### config.mk
export PLATFORM = sky130hd
export DESIGN_NAME = axis_bram_adapter_cntl_flat
export DESIGN_NICKNAME = d
export VERILOG_FILES = /design/src/rtl/axis_bram_adapter_cntl_if.sv /design/src/rtl/axis_bram_adapter_cntl.sv /design/src/flat_wrapper.sv
export SDC_FILE = /design/constraint.sdc
export NUM_CORES = 1
export LEC_CHECK = 0
export ABC_CLOCK_PERIOD_IN_PS = 2990
export BUFFER_PORTS_ARGS = -buffer_cell sky130_fd_sc_hd__buf_2
export CAP_MARGIN = 15
export CORE_AREA = 10 10 115 65
export DETAILED_ROUTE_END_ITERATION = 8
export DIE_AREA = 0 0 125 75
export PLACE_DENSITY_LB_ADDON = 0.25
export REMOVE_ABC_BUFFERS = 1
export SLEW_MARGIN = 30
export SYNTH_ARGS = -nofsm -noshare
export SYNTH_HDL_FRONTEND = slang
export SYNTH_SLANG_ARGS = --single-unit
### constraint.sdc
create_clock -name clk -period 2.99 [get_ports clk]
set_input_delay 0.299 -clock clk [delete_from_list [all_inputs] [get_ports clk]]
set_output_delay 0.299 -clock clk [all_outputs]
set_load 0.02 [all_outputs]
### src/rtl/axis_bram_adapter_cntl_if.sv
// ---------------------------------------------------------------------------
// axis_bram_adapter_cntl_if
//
// Bundles the stream handshake, BRAM control and lane-select signals that
// connect the adapter control FSM to the row-register datapath and BRAM.
//
// Handshake semantics:
//   stream_in_valid  : an input beat is present. The controller accepts it in
//                      any cycle it is in W_FILL, or in W_COMMIT when more rows
//                      follow. There is no ready back-pressure on the input.
//   stream_out_accep : the current output beat completes its handshake in this
//                      cycle. The lane selected by to_axis_mux_cntl is the
//                      beat offered, and stream_out_tlast marks the final one.
//
// Signals:
//   stream_in_valid     datapath -> cntl  input beat present
//   stream_out_accep    datapath -> cntl  output beat accepted this cycle
//   from_axis_mux_cntl  cntl -> datapath  2-bit code per lane (72 bits)
//   to_axis_mux_cntl    cntl -> datapath  lane driven onto the output stream
//   bram_wen            cntl -> BRAM      write enable
//   bram_en             cntl -> BRAM      enable
//   bram_index          cntl -> BRAM      row address
//   stream_out_tlast    cntl -> datapath  final output beat of the transfer
//
// Modports:
//   master : the control FSM
//   slave  : the datapath / BRAM side
// ---------------------------------------------------------------------------
interface axis_bram_adapter_cntl_if;
    logic        stream_in_valid;
    logic        stream_out_accep;
    logic [71:0] from_axis_mux_cntl;
    logic [5:0]  to_axis_mux_cntl;
    logic        bram_wen;
    logic        bram_en;
    logic [8:0]  bram_index;
    logic        stream_out_tlast;

    modport master (
        input  stream_in_valid,
        input  stream_out_accep,
        output from_axis_mux_cntl,
        output to_axis_mux_cntl,
        output bram_wen,
        output bram_en,
        output bram_index,
        output stream_out_tlast
    );

    modport slave (
        output stream_in_valid,
        output stream_out_accep,
        input  from_axis_mux_cntl,
        input  to_axis_mux_cntl,
        input  bram_wen,
        input  bram_en,
        input  bram_index,
        input  stream_out_tlast
    );
endinterface

### src/rtl/axis_bram_adapter_cntl.sv
// ---------------------------------------------------------------------------
// axis_bram_adapter_cntl
//
// Control FSM of the AXI-Stream <-> BRAM adapter. A row pointer walks the
// BRAM rows index_cntl..size_cntl (inclusive, modulo 512) and a beat counter
// tracks the stream beats within the current row.
//
//   rw = 1 : stream beats are packed into the external row register
//            (lane code 01) and the full row is written to BRAM.
//   rw = 0 : rows are fetched from BRAM into the row register (lane code 10)
//            and serialised onto the output stream, TLAST on the final beat.
//
// Ports:
//   clk, rstn          clock, asynchronous active-low reset
//   rw                 mode select (1 write, 0 read)
//   index_cntl         first BRAM row
//   size_cntl          last BRAM row, inclusive
//   bus                handshake / BRAM / lane-select interface (master side)
//   cnt                beat counter within the row (debug)
//   ptr_end            ptr == size_cntl (debug)
//   ptr_start          ptr == index_cntl (debug)
//   ptr_end_by_one     ptr == size_cntl - 1 mod 512 (debug)
//   fsm_state          current FSM state encoding (debug)
//
// All bus outputs are combinational decodes of state, ptr, cnt and inputs.
// ---------------------------------------------------------------------------
module axis_bram_adapter_cntl #(
    parameter int WORDS_PER_ROW = 36
) (
    input  logic       clk,
    input  logic       rstn,
    input  logic       rw,
    input  logic [8:0] index_cntl,
    input  logic [8:0] size_cntl,
    axis_bram_adapter_cntl_if.master bus,
    output logic [5:0] cnt,
    output logic       ptr_end,
    output logic       ptr_start,
    output logic       ptr_end_by_one,
    output logic [2:0] fsm_state
);

    localparam logic [5:0] LAST_BEAT = 6'(WORDS_PER_ROW - 1);

    typedef enum logic [2:0] {
        IDLE     = 3'd0,
        W_FILL   = 3'd1,
        W_COMMIT = 3'd2,
        R_FETCH  = 3'd3,
        R_WAIT   = 3'd4,
        R_SEND   = 3'd5,
        DONE     = 3'd6
    } state_t;

    state_t     state;
    logic [8:0] ptr;
    logic       mode;
    logic       abort;
    logic       commit_beat;

    // A change of rw away from the mode latched in IDLE abandons the transfer.
    assign abort = (state != IDLE) && (rw != mode);

    // In W_COMMIT the first beat of the next row lands in lane 0 while the
    // BRAM samples the completed row; on the final row nothing follows.
    assign commit_beat = (state == W_COMMIT) && bus.stream_in_valid &&
                         !ptr_end && !abort;

    assign ptr_start      = (ptr == index_cntl);
    assign ptr_end        = (ptr == size_cntl);
    assign ptr_end_by_one = (ptr == (size_cntl - 9'd1));
    assign fsm_state      = state;

    // -----------------------------------------------------------------------
    // State, pointer, counter and mode registers
    // -----------------------------------------------------------------------
    always_ff @(posedge clk or negedge rstn) begin
        if (!rstn) begin
            state <= IDLE;
            ptr   <= 9'd0;
            cnt   <= 6'd0;
            mode  <= 1'b0;
        end else if (abort) begin
            // IDLE reloads ptr and cnt, so the partial row needs no cleanup.
            state <= IDLE;
        end else begin
            case (state)
                IDLE: begin
                    ptr   <= index_cntl;
                    cnt   <= 6'd0;
                    mode  <= rw;
                    state <= rw ? W_FILL : R_FETCH;
                end

                W_FILL: begin
                    if (bus.stream_in_valid) begin
                        if (cnt == LAST_BEAT) begin
                            cnt   <= 6'd0;
                            state <= W_COMMIT;
                        end else begin
                            cnt <= cnt + 6'd1;
                        end
                    end
                end

                W_COMMIT: begin
                    if (ptr_end) begin
                        state <= DONE;
                    end else begin
                        ptr   <= ptr + 9'd1;
                        cnt   <= commit_beat ? 6'd1 : 6'd0;
                        state <= W_FILL;
                    end
                end

                R_FETCH: begin
                    state <= R_WAIT;
                end

                R_WAIT: begin
                    cnt   <= 6'd0;
                    state <= R_SEND;
                end

                R_SEND: begin
                    if (bus.stream_out_accep) begin
                        if (cnt == LAST_BEAT) begin
                            cnt <= 6'd0;
                            if (ptr_end) begin
                                state <= DONE;
                            end else begin
                                ptr   <= ptr + 9'd1;
                                state <= R_FETCH;
                            end
                        end else begin
                            cnt <= cnt + 6'd1;
                        end
                    end
                end

                DONE: begin
                    // Leaves only through the mode-change abort above.
                    state <= DONE;
                end

                default: begin
                    state <= IDLE;
                end
            endcase
        end
    end

    // -----------------------------------------------------------------------
    // Output decode
    // -----------------------------------------------------------------------
    assign bus.bram_index = ptr;

    always_comb begin
        bus.from_axis_mux_cntl = '0;
        bus.to_axis_mux_cntl   = 6'd0;
        bus.bram_en            = 1'b0;
        bus.bram_wen           = 1'b0;
        bus.stream_out_tlast   = 1'b0;

        case (state)
            IDLE: begin
                // Clear code on every lane, including unused upper lanes.
                bus.from_axis_mux_cntl = '1;
            end

            W_FILL: begin
                if (bus.stream_in_valid) begin
                    for (int i = 0; i < WORDS_PER_ROW; i++) begin
                        if (6'(i) == cnt) begin
                            bus.from_axis_mux_cntl[2*i +: 2] = 2'b01;
                        end
                    end
                end
            end

            W_COMMIT: begin
                if (!abort) begin
                    bus.bram_en  = 1'b1;
                    bus.bram_wen = 1'b1;
                end
                if (commit_beat) begin
                    bus.from_axis_mux_cntl[1:0] = 2'b01;
                end
            end

            R_FETCH: begin
                bus.bram_en = 1'b1;
            end

            R_WAIT: begin
                // BRAM read data is valid now; load every used lane.
                for (int i = 0; i < WORDS_PER_ROW; i++) begin
                    bus.from_axis_mux_cntl[2*i +: 2] = 2'b10;
                end
            end

            R_SEND: begin
                bus.to_axis_mux_cntl = cnt;
                bus.stream_out_tlast = (cnt == LAST_BEAT) && ptr_end;
            end

            default: begin
            end
        endcase
    end

endmodule

### src/flat_wrapper.sv
// flat-port wrapper written by rule: the top's interface ports become plain ports
module axis_bram_adapter_cntl_flat 
#(
    parameter int WORDS_PER_ROW = 36
)
  (clk, rstn, rw, index_cntl, size_cntl, cnt, ptr_end, ptr_start, ptr_end_by_one, fsm_state, bus_stream_in_valid, bus_stream_out_accep, bus_from_axis_mux_cntl, bus_to_axis_mux_cntl, bus_bram_wen, bus_bram_en, bus_bram_index, bus_stream_out_tlast);
  axis_bram_adapter_cntl_if bus_i ();
  input  logic clk;
  input  logic rstn;
  input  logic rw;
  input  logic [8:0] index_cntl;
  input  logic [8:0] size_cntl;
  output logic [5:0] cnt;
  output logic ptr_end;
  output logic ptr_start;
  output logic ptr_end_by_one;
  output logic [2:0] fsm_state;
  input wire logic [$bits(bus_i.stream_in_valid)-1:0] bus_stream_in_valid;
  input wire logic [$bits(bus_i.stream_out_accep)-1:0] bus_stream_out_accep;
  output wire logic [$bits(bus_i.from_axis_mux_cntl)-1:0] bus_from_axis_mux_cntl;
  output wire logic [$bits(bus_i.to_axis_mux_cntl)-1:0] bus_to_axis_mux_cntl;
  output wire logic [$bits(bus_i.bram_wen)-1:0] bus_bram_wen;
  output wire logic [$bits(bus_i.bram_en)-1:0] bus_bram_en;
  output wire logic [$bits(bus_i.bram_index)-1:0] bus_bram_index;
  output wire logic [$bits(bus_i.stream_out_tlast)-1:0] bus_stream_out_tlast;
  assign bus_i.stream_in_valid = bus_stream_in_valid;
  assign bus_i.stream_out_accep = bus_stream_out_accep;
  assign bus_from_axis_mux_cntl = bus_i.from_axis_mux_cntl;
  assign bus_to_axis_mux_cntl = bus_i.to_axis_mux_cntl;
  assign bus_bram_wen = bus_i.bram_wen;
  assign bus_bram_en = bus_i.bram_en;
  assign bus_bram_index = bus_i.bram_index;
  assign bus_stream_out_tlast = bus_i.stream_out_tlast;
  axis_bram_adapter_cntl #(.WORDS_PER_ROW(WORDS_PER_ROW)) u_core (.clk(clk), .rstn(rstn), .rw(rw), .index_cntl(index_cntl), .size_cntl(size_cntl), .bus(bus_i), .cnt(cnt), .ptr_end(ptr_end), .ptr_start(ptr_start), .ptr_end_by_one(ptr_end_by_one), .fsm_state(fsm_state));
endmodule
==> metrics.md, run 1 <==
| Metric | Value |
|---|---|
| Outcome | `finished with violations` |
| Violations in the final reports | `hold timing` |
| Relative slew margins | `0.452` |
| Critical Path Most Common Cell | `nand2b_1` |
| Fraction of the core area covered by cells at the end of the flow | `0.543` |
| GRT Overall Usage | `0.166` |
| Setup repair after global routing missed its margin | `no` |
| Proportion of synthesized chip area in sequential cells | `0.188` |
| WL/cell | `17.1 microns` |
| FF/Latch Area | `475 sq um` |
| Smallest hold slack | `-0.00997 ns` |
| Maximum clock skew at final layout | `0.000951 ns` |
| Count of flip-flops with a built-in enable after synthesis | `0` |
| Required time at the endpoint of the critical path | `2.69 ns` |
| Synth cell count leaders | `buf_4, o21ai_0, nor2_1` |
| Mean instance size in the synthesized netlist | `7.34 sq um` |
| Resized Gates After CTS | `0` |
| Endpoints failing hold | `19` |
| Number of DRC violations after detailed routing | `0` |
| Cells traversed along the worst timing path | `nand2b_1 -> nor3_1 -> nand2b_1 -> nor2_1 -> a21o_1 -> buf_2` |
| Gp weighted congestion | `0.888` |
| Critical path's largest stage delay | `0.57 ns` |
| Drt via density | `5.44` |
| Critical path class | `flip-flop to output pin` |
| Number of nets in the layout | `448` |
| Worst min-delay path class | `input port to asynchronous set/reset pin` |
| Inserted Clock Buffers | `3` |
| Final critical-path share of the clock period | `0.901` |
| I/O pin total | `125` |
| Crit path DAT | `2.40 ns` |
| Clock tree from TritonCTS | `yes` |
| Sort of element at the end of the critical path | `output pin` |
| Clock-pin transition on the worst setup and hold timing paths | `0.08 ns` |
| Mapped Cells | `344` |
| Final wirelength | `8420 microns` |
| Root buf cell | `clkbuf_8` |
| Area Growth Syn to Fin | `16.5%` |
| Global-route wire length before repair | `13,400 microns` |
| Largest net degree at the start of global routing | `32` |
| Routed via count | `2,669` |
| Count of clock tree sinks | `19` |
| Ratio of cells with drive above 1 in the final layout | `0.349` |
| Synth warnings | `0` |
| Total number of placement rows | `19` |
| Top cell type's share of synthesized area | `0.188` |
| Number of unique standard cell types used by synthesis | `61` |
| 1st-pass router iterations | `4` |
| Vias in the first global route | `2,638` |
| Source-to-sink clock delay at the later pin of the worst-skew pair | `0.26 ns` |
| CTS Buffer Depth | `2` |
| Dpl hpwl | `6540 microns` |
| Total power of the final layout | `4.19 mW` |
| Count of input and output buffers | `124` |
| Number of max-slew violations in the final report | `0` |
| CP max stage cell | `dfrtp_1` |
| Max Fclk | `0.371 GHz` |
| Gate family responsible for the most delay along the worst path | `simple AND/OR/NAND/NOR gates` |
| Effective utilization at floorplan | `0.466` |
| Number of antenna violations at the first check in global routing | `0` |
| Count of H-tree levels built during CTS | `1` |
| Count of inserted antenna diode cells | `0` |
| Count of fill cells added during filler insertion | `548` |
| Die ar. | `9380 sq um` |
| Dominant cell type by area after synthesis | `dfrtp_1` |
| Number of buffers and inverters on the critical path | `1` |
| Async SR Flop Fraction | `1.00` |
| Power density over the cells | `1420 nW/um^2` |
| Initial drt markers | `155` |
| Shortest clock period the worst path allows after layout | `2.70 ns` |
| Die Span X | `125 microns` |
| Worst vdd rail ir drop | `1080 uV` |
| Critical-path maximum fanout | `17` |
| Total of hold buffers inserted after clock tree synthesis | `0` |
| Dominant cell by count in the synthesized netlist | `buf_4` |
| Die height | `75 microns` |
| Startpoint types | `flip-flop` |
| Placeable core region | `5420 sq um` |
| Max capacitance violation total | `0` |
| Cell area after synthesis | `2530 sq um` |
| #FFs+latches synth | `19` |
| Worst Tran Pin Value | `0.820 ns` |
| Area of all placed cells without fillers | `2940 sq um` |
| Primary flip-flop cell chosen by synthesis mapping | `dfrtp_1` |
| Setup violators final | `0` |
| Area occupied by multi-input gates | `1620 sq um` |
| Cells taking the most area after synthesis | `dfrtp_1, buf_4, o21ai_0` |
| Leakage power figure | `1.52 nW` |
| Antenna violation net count after detailed routing | `0` |
| Remaining global-route overflow | `0` |
| Cell Area, Placed | `2900 sq um` |
| Post-CTS Setup Inserts | `0` |
-- cells in the final DEF, fill, tap and decap left out, types with 5 or more instances in the layout --
cell	synthesis	final
nor2_1	28	28
o21ai_0	29	29
buf_2	4	124
a21oi_1	11	11
nor3_1	6	6
o22a_1	6	6
nand2b_1	8	8
ha_1	6	6
a31oi_1	5	5
and2_1	8	8
inv_1	13	13
dfrtp_1	19	19
nand3_1	20	20
xor2_1	5	5
nand2_1	27	27
a21o_1	7	7
xnor2_1	16	16
mux2i_1	5	5
buf_4	36	5
-- final cells by class --
class,count,share of cell area
clock buffer,4,0.0153
multi-input combinational,252,0.551
inverter,14,0.0179
timing repair buffer,129,0.224
tap,73,0.0310
sequential,19,0.162
-- flip-flops by register name, summed over array words and instances, names as in the netlist --
register,cells
u_core.cnt,6
u_core.fsm_state,3
u_core.mode,1
u_core.bus.bram_index,9
-- logic make-up after synthesis --
family	after synthesis	share of synthesized area
AO/OA/AOI/OAI	90	0.239
XOR/XNOR	24	0.0921
adder cells (fa/ha/maj)	7	0.0337
buffers and inverters	73	0.170
flip-flops	19	0.188
multiplexers	7	0.0287
AND/OR/NAND/NOR	124	0.248
-- worst reg2reg max path: cells and delay by family, from the launching register on --
kind	cells	cell delay (ns)
AOI/OAI and AO/OA	1	0.33
xor gates and xnor gates	1	0.17
buffers and inverters	1	0.31
DFF	1	0.59
and+or+nand+nor	3	0.81
-- through the flow --
| stage | std cells | TNS [ns] | worst slack, ns |
|---|---|---|---|
| 5_1_grt | 491 | 0 | 0.0824 |
| 2_1_floorplan | 285 | -250.37 | -6.81 |
| 6_report | 491 | 0 | 0.295 |
| 4_1_cts | 491 | 0 | 0.318 |
| 3_5_place_dp | 487 | 0 | 0.608 |
| 3_3_place_gp | 487 | 0 | 0.694 |
-- per-layer routing --
| layer | vias up | wire, microns | track usage |
|---|---|---|---|
| met1 | 1240 | 3700 | 0.199 |
| li1 | 1327 | - | - |
| met5 | - | 0 | 0 |
| met4 | 0 | 89 | 0.0305 |
| met3 | 6 | 511 | 0.0378 |
| met2 | 96 | 4110 | 0.304 |
-- power breakdown --
part / internal (mW) / switching [mW]
Combinational: 1.13 / 2.23
Sequential: 0.366 / 0.279
Clock: 0.0950 / 0.0930
Total: 1.59 / 2.60
-- worst paths after layout --
kind,startpoint,endpoint,slack (ns),depth (start not counted)
setup / recovery,u_core.fsm_state[1],bus_from_axis_mux_cntl[16],0.29,6
hold / removal,rstn,u_core.cnt[4],-0.01,1
setup reg to reg,u_core.bus.bram_index[5],u_core.bus.bram_index[2],0.67,6
hold reg to reg,u_core.mode,u_core.mode,0.63,2
max in group asynchronous,rstn,u_core.bus.bram_index[2],2.67,1
min in group clk,rw,u_core.mode,0.32,3
(Power assumes the default switching activity.)
==> run 2, diff against run 1 <==
- CORE_AREA: 10 10 115 65 -> 10 10 114 65
- CTS_BUF_LIST: unset -> sky130_fd_sc_hd__clkbuf_2 sky130_fd_sc_hd__clkbuf_4 sky130_fd_sc_hd__clkbuf_8
- DIE_AREA: 0 0 125 75 -> 0 0 124 75
- PLACE_DENSITY: unset -> 0.81
- PLACE_DENSITY_LB_ADDON: 0.25 -> unset
==> run 2 against run 1 <==
- the flow now finishes without violations
- clock skew is 0.0031 ns higher
- worst setup slack gained 0.037 ns
- final cell count rose by 0.20%
- register-to-register slack about the same
- routed wire length is 3.6% lower
- critical path depth is the same
- first-iteration DRC count rose by 27%
- sequential cell count did not move
- total power down 0.45%
==> metrics.md, run 2 (same netlist as run 1, synthesis figures left out) <==
| Metric | Value |
|---|---|
| Relative slew margins | `0.545 (+0.0925)` |
| Clock-pin transition on the worst setup and hold timing paths | `0.08 ns (about the same)` |
| Worst Tran Pin Value | `0.680 ns (-0.139 ns)` |
| Global-route wire length before repair | `12,900 microns (-3.4%)` |
| Count of H-tree levels built during CTS | `1 (unchanged)` |
| Count of clock tree sinks | `19 (unchanged)` |
| Post-CTS Setup Inserts | `0 (unchanged)` |
| Worst vdd rail ir drop | `806 uV (-26%)` |
| Area of all placed cells without fillers | `2950 sq um (+0.38%)` |
| Met1 wire length | `3270 microns (-12%)` |
| Post-Layout Cell Count | `492 (+0.20%)` |
| Number of antenna violations at the first check in global routing | `0 (unchanged)` |
| Setup repair after global routing missed its margin | `no` |
| Met3 WL | `789 microns (+54%)` |
| Leakage power figure | `1.53 nW (+0.50%)` |
| Remaining global-route overflow | `0 (unchanged)` |
| Setup slack after layout | `0.331 ns (+0.0366 ns)` |
| Routed via count | `2,747 (+2.9%)` |
| Pre-CTS setup slack | `0.676 ns (+0.0684 ns)` |
| Dpl hpwl | `6330 microns (-3.2%)` |
| Total power of the final layout | `4.17 mW (-0.45%)` |
| Clock tree from TritonCTS | `yes` |
| Vias in the first global route | `2,662 (+0.91%)` |
| Max Fclk | `0.376 GHz (+1.4%)` |
| Count of input and output buffers | `124 (unchanged)` |
| Flop2flop setup slack | `0.66 ns (about the same)` |
| Switch Pwr | `2.59 mW (-0.29%)` |
| Antenna violation net count after detailed routing | `0 (unchanged)` |
| Setup violators final | `0 (unchanged)` |
| Die Span X | `124 microns (-0.80%)` |
| Endpoints failing hold | `0 (-19)` |
| Share of total power in the clock network | `0.046 (about the same)` |
| Initial drt markers | `197 (+27%)` |
| Ratio of cells with drive above 1 in the final layout | `0.351 (+0.00155)` |
| Placeable core region | `5350 sq um (-1.3%)` |
| 1st-pass router iterations | `5 (+1)` |
| GRT Overall Usage | `0.166 (about the same)` |
| Number of DRC violations after detailed routing | `0 (unchanged)` |
| Smallest hold slack | `0.311 ns (+0.321 ns)` |
| Die ar. | `9300 sq um (-0.80%)` |
| Inserted Clock Buffers | `3 (unchanged)` |
| Sort of element at the end of the critical path | `output pin` |
| Critical path class | `flip-flop to output pin` |
| Gp weighted congestion | `0.859 (-3.3%)` |
| I/O pin total | `125 (unchanged)` |
| Power density over the cells | `1410 nW/um^2 (-0.83%)` |
| Area Growth Syn to Fin | `16.9%` |
| Final wirelength | `8110 microns (-3.6%)` |
| Effective utilization at floorplan | `0.472 (+0.00621)` |
| Total number of placement rows | `19 (unchanged)` |
| Reg power frac | `0.150 (-0.004)` |
| Top metal layer carrying routed signals | `met4` |
| WL/cell | `16.5 microns (-3.8%)` |
| Startpoint types | `flip-flop` |
| Crit path DAT | `2.36 ns (-0.04 ns)` |
| Drt via density | `5.58 (+2.7%)` |
| Internal power summed over all cells | `1.58 mW (-0.72%)` |
| Largest net degree at the start of global routing | `37 (+16%)` |
| Final critical-path share of the clock period | `0.889 (-0.0122)` |
| DP Cell Count | `487 (unchanged)` |
| Required time at the endpoint of the critical path | `2.69 ns (about the same)` |
| CTS Buffer Depth | `2 (unchanged)` |
| Met2 wire length | `3960 microns (-3.6%)` |
| Most frequent standard cell in the layout excluding fill and tap cells | `buf_2` |
| Outcome | `completed` |
| Most frequent cells in the layout | `buf_2, o21ai_0, nor2_1` |
| Combinational share of power | `0.804 (+0.003)` |
| Count of inserted antenna diode cells | `0 (unchanged)` |
| Resized Gates After CTS | `0 (unchanged)` |
| Source-to-sink clock delay at the later pin of the worst-skew pair | `0.27 ns (about the same)` |
| Shortest clock period the worst path allows after layout | `2.66 ns (-0.0366 ns)` |
| Cell Area, Placed | `2900 sq um (unchanged)` |
| Number of max-slew violations in the final report | `0 (unchanged)` |
| Worst min-delay path class | `input port to flip-flop` |
| Maximum clock skew at final layout | `0.00406 ns (+0.00311 ns)` |
| Critical-path maximum fanout | `13 (-4)` |
| Max capacitance violation total | `0 (unchanged)` |
| Number of nets in the layout | `449 (+0.22%)` |
| Die height | `75 microns (unchanged)` |
| Share of total power consumed by net switching | `0.621 (+0.00101)` |
| Count of fill cells added during filler insertion | `522 (-4.7%)` |
| Flip-flop count of the largest register after layout | `9 (unchanged)` |
| Root buf cell | `clkbuf_8` |
==> run 2: cell types whose count changed in the layout (fill, tap and decap cells not counted) <==
cell / previous run / this run
clkbuf_1: 1 / 0
clkinv_2: 0 / 1
dlygate4sd3_1: 0 / 1
==> run 2: metal layers <==
layer  global-route usage  vias up
met5                    0        -
met4               0.0381        0
met3               0.0493       10
met2                0.288      120
met1                0.200     1284
li1                     -     1333
==> run 2: timing repair <==
action	in CTS	in global routing
endpoints found under the setup margin	0	0
endpoints found under the hold margin	19	0
hold buffers	1	0
==> run 2: final timing paths <==
check / start / to / cells after the start
min in group asynchronous: rstn / u_core.cnt[4] / 2
worst min register to register: u_core.mode / u_core.mode / 2
worst max register to register: u_core.bus.bram_index[4] / u_core.bus.bram_index[2] / 6
worst max-delay path: u_core.bus.bram_index[4] / bus_from_axis_mux_cntl[0] / 6
max in group asynchronous: rstn / u_core.bus.bram_index[7] / 2
worst min-delay path: rw / u_core.mode / 3
==> run 2: through the flow <==
step                      TNS, ns  utilization
final                           0        0.552
after global placement          0        0.542
after detailed placement        0        0.542
after global routing            0        0.552
after CTS                       0        0.552
after floorplan           -250.37            -
==> run 2: area by class of cell <==
cell class / count / area (sq um) / area share
Inverter: 14 / 52.6 / 0.0178
Clock inverter: 1 / 5.00 / 0.00169
Sequential cell: 19 / 475 / 0.161
Tap cell: 73 / 91.3 / 0.0309
Clock buffer: 3 / 41.3 / 0.0140
Timing Repair Buffer: 130 / 668 / 0.226
Multi-Input combinational cell: 252 / 1620 / 0.548
==> run 2: power by group through the flow <==
| stage | clock network [mW] | registers (mW) | logic (mW) |
|---|---|---|---|
| floorplan | 0 | 0.726 | 1.78 |
| global placement | 0 | 0.621 | 3.35 |
| detailed placement | 0 | 0.631 | 3.37 |
| CTS | 0.194 | 0.623 | 3.39 |
| global route | 0.203 | 0.660 | 3.65 |
| finish | 0.193 | 0.625 | 3.36 |
==> run 2: critical path, cell delays in order, from the launching register on <==
cell,delay (ns)
dfrtp_1,0.61
xnor2_1,0.17
nand3_1,0.12
or3_1,0.56
inv_2,0.28
o221ai_1,0.15
buf_2,0.19
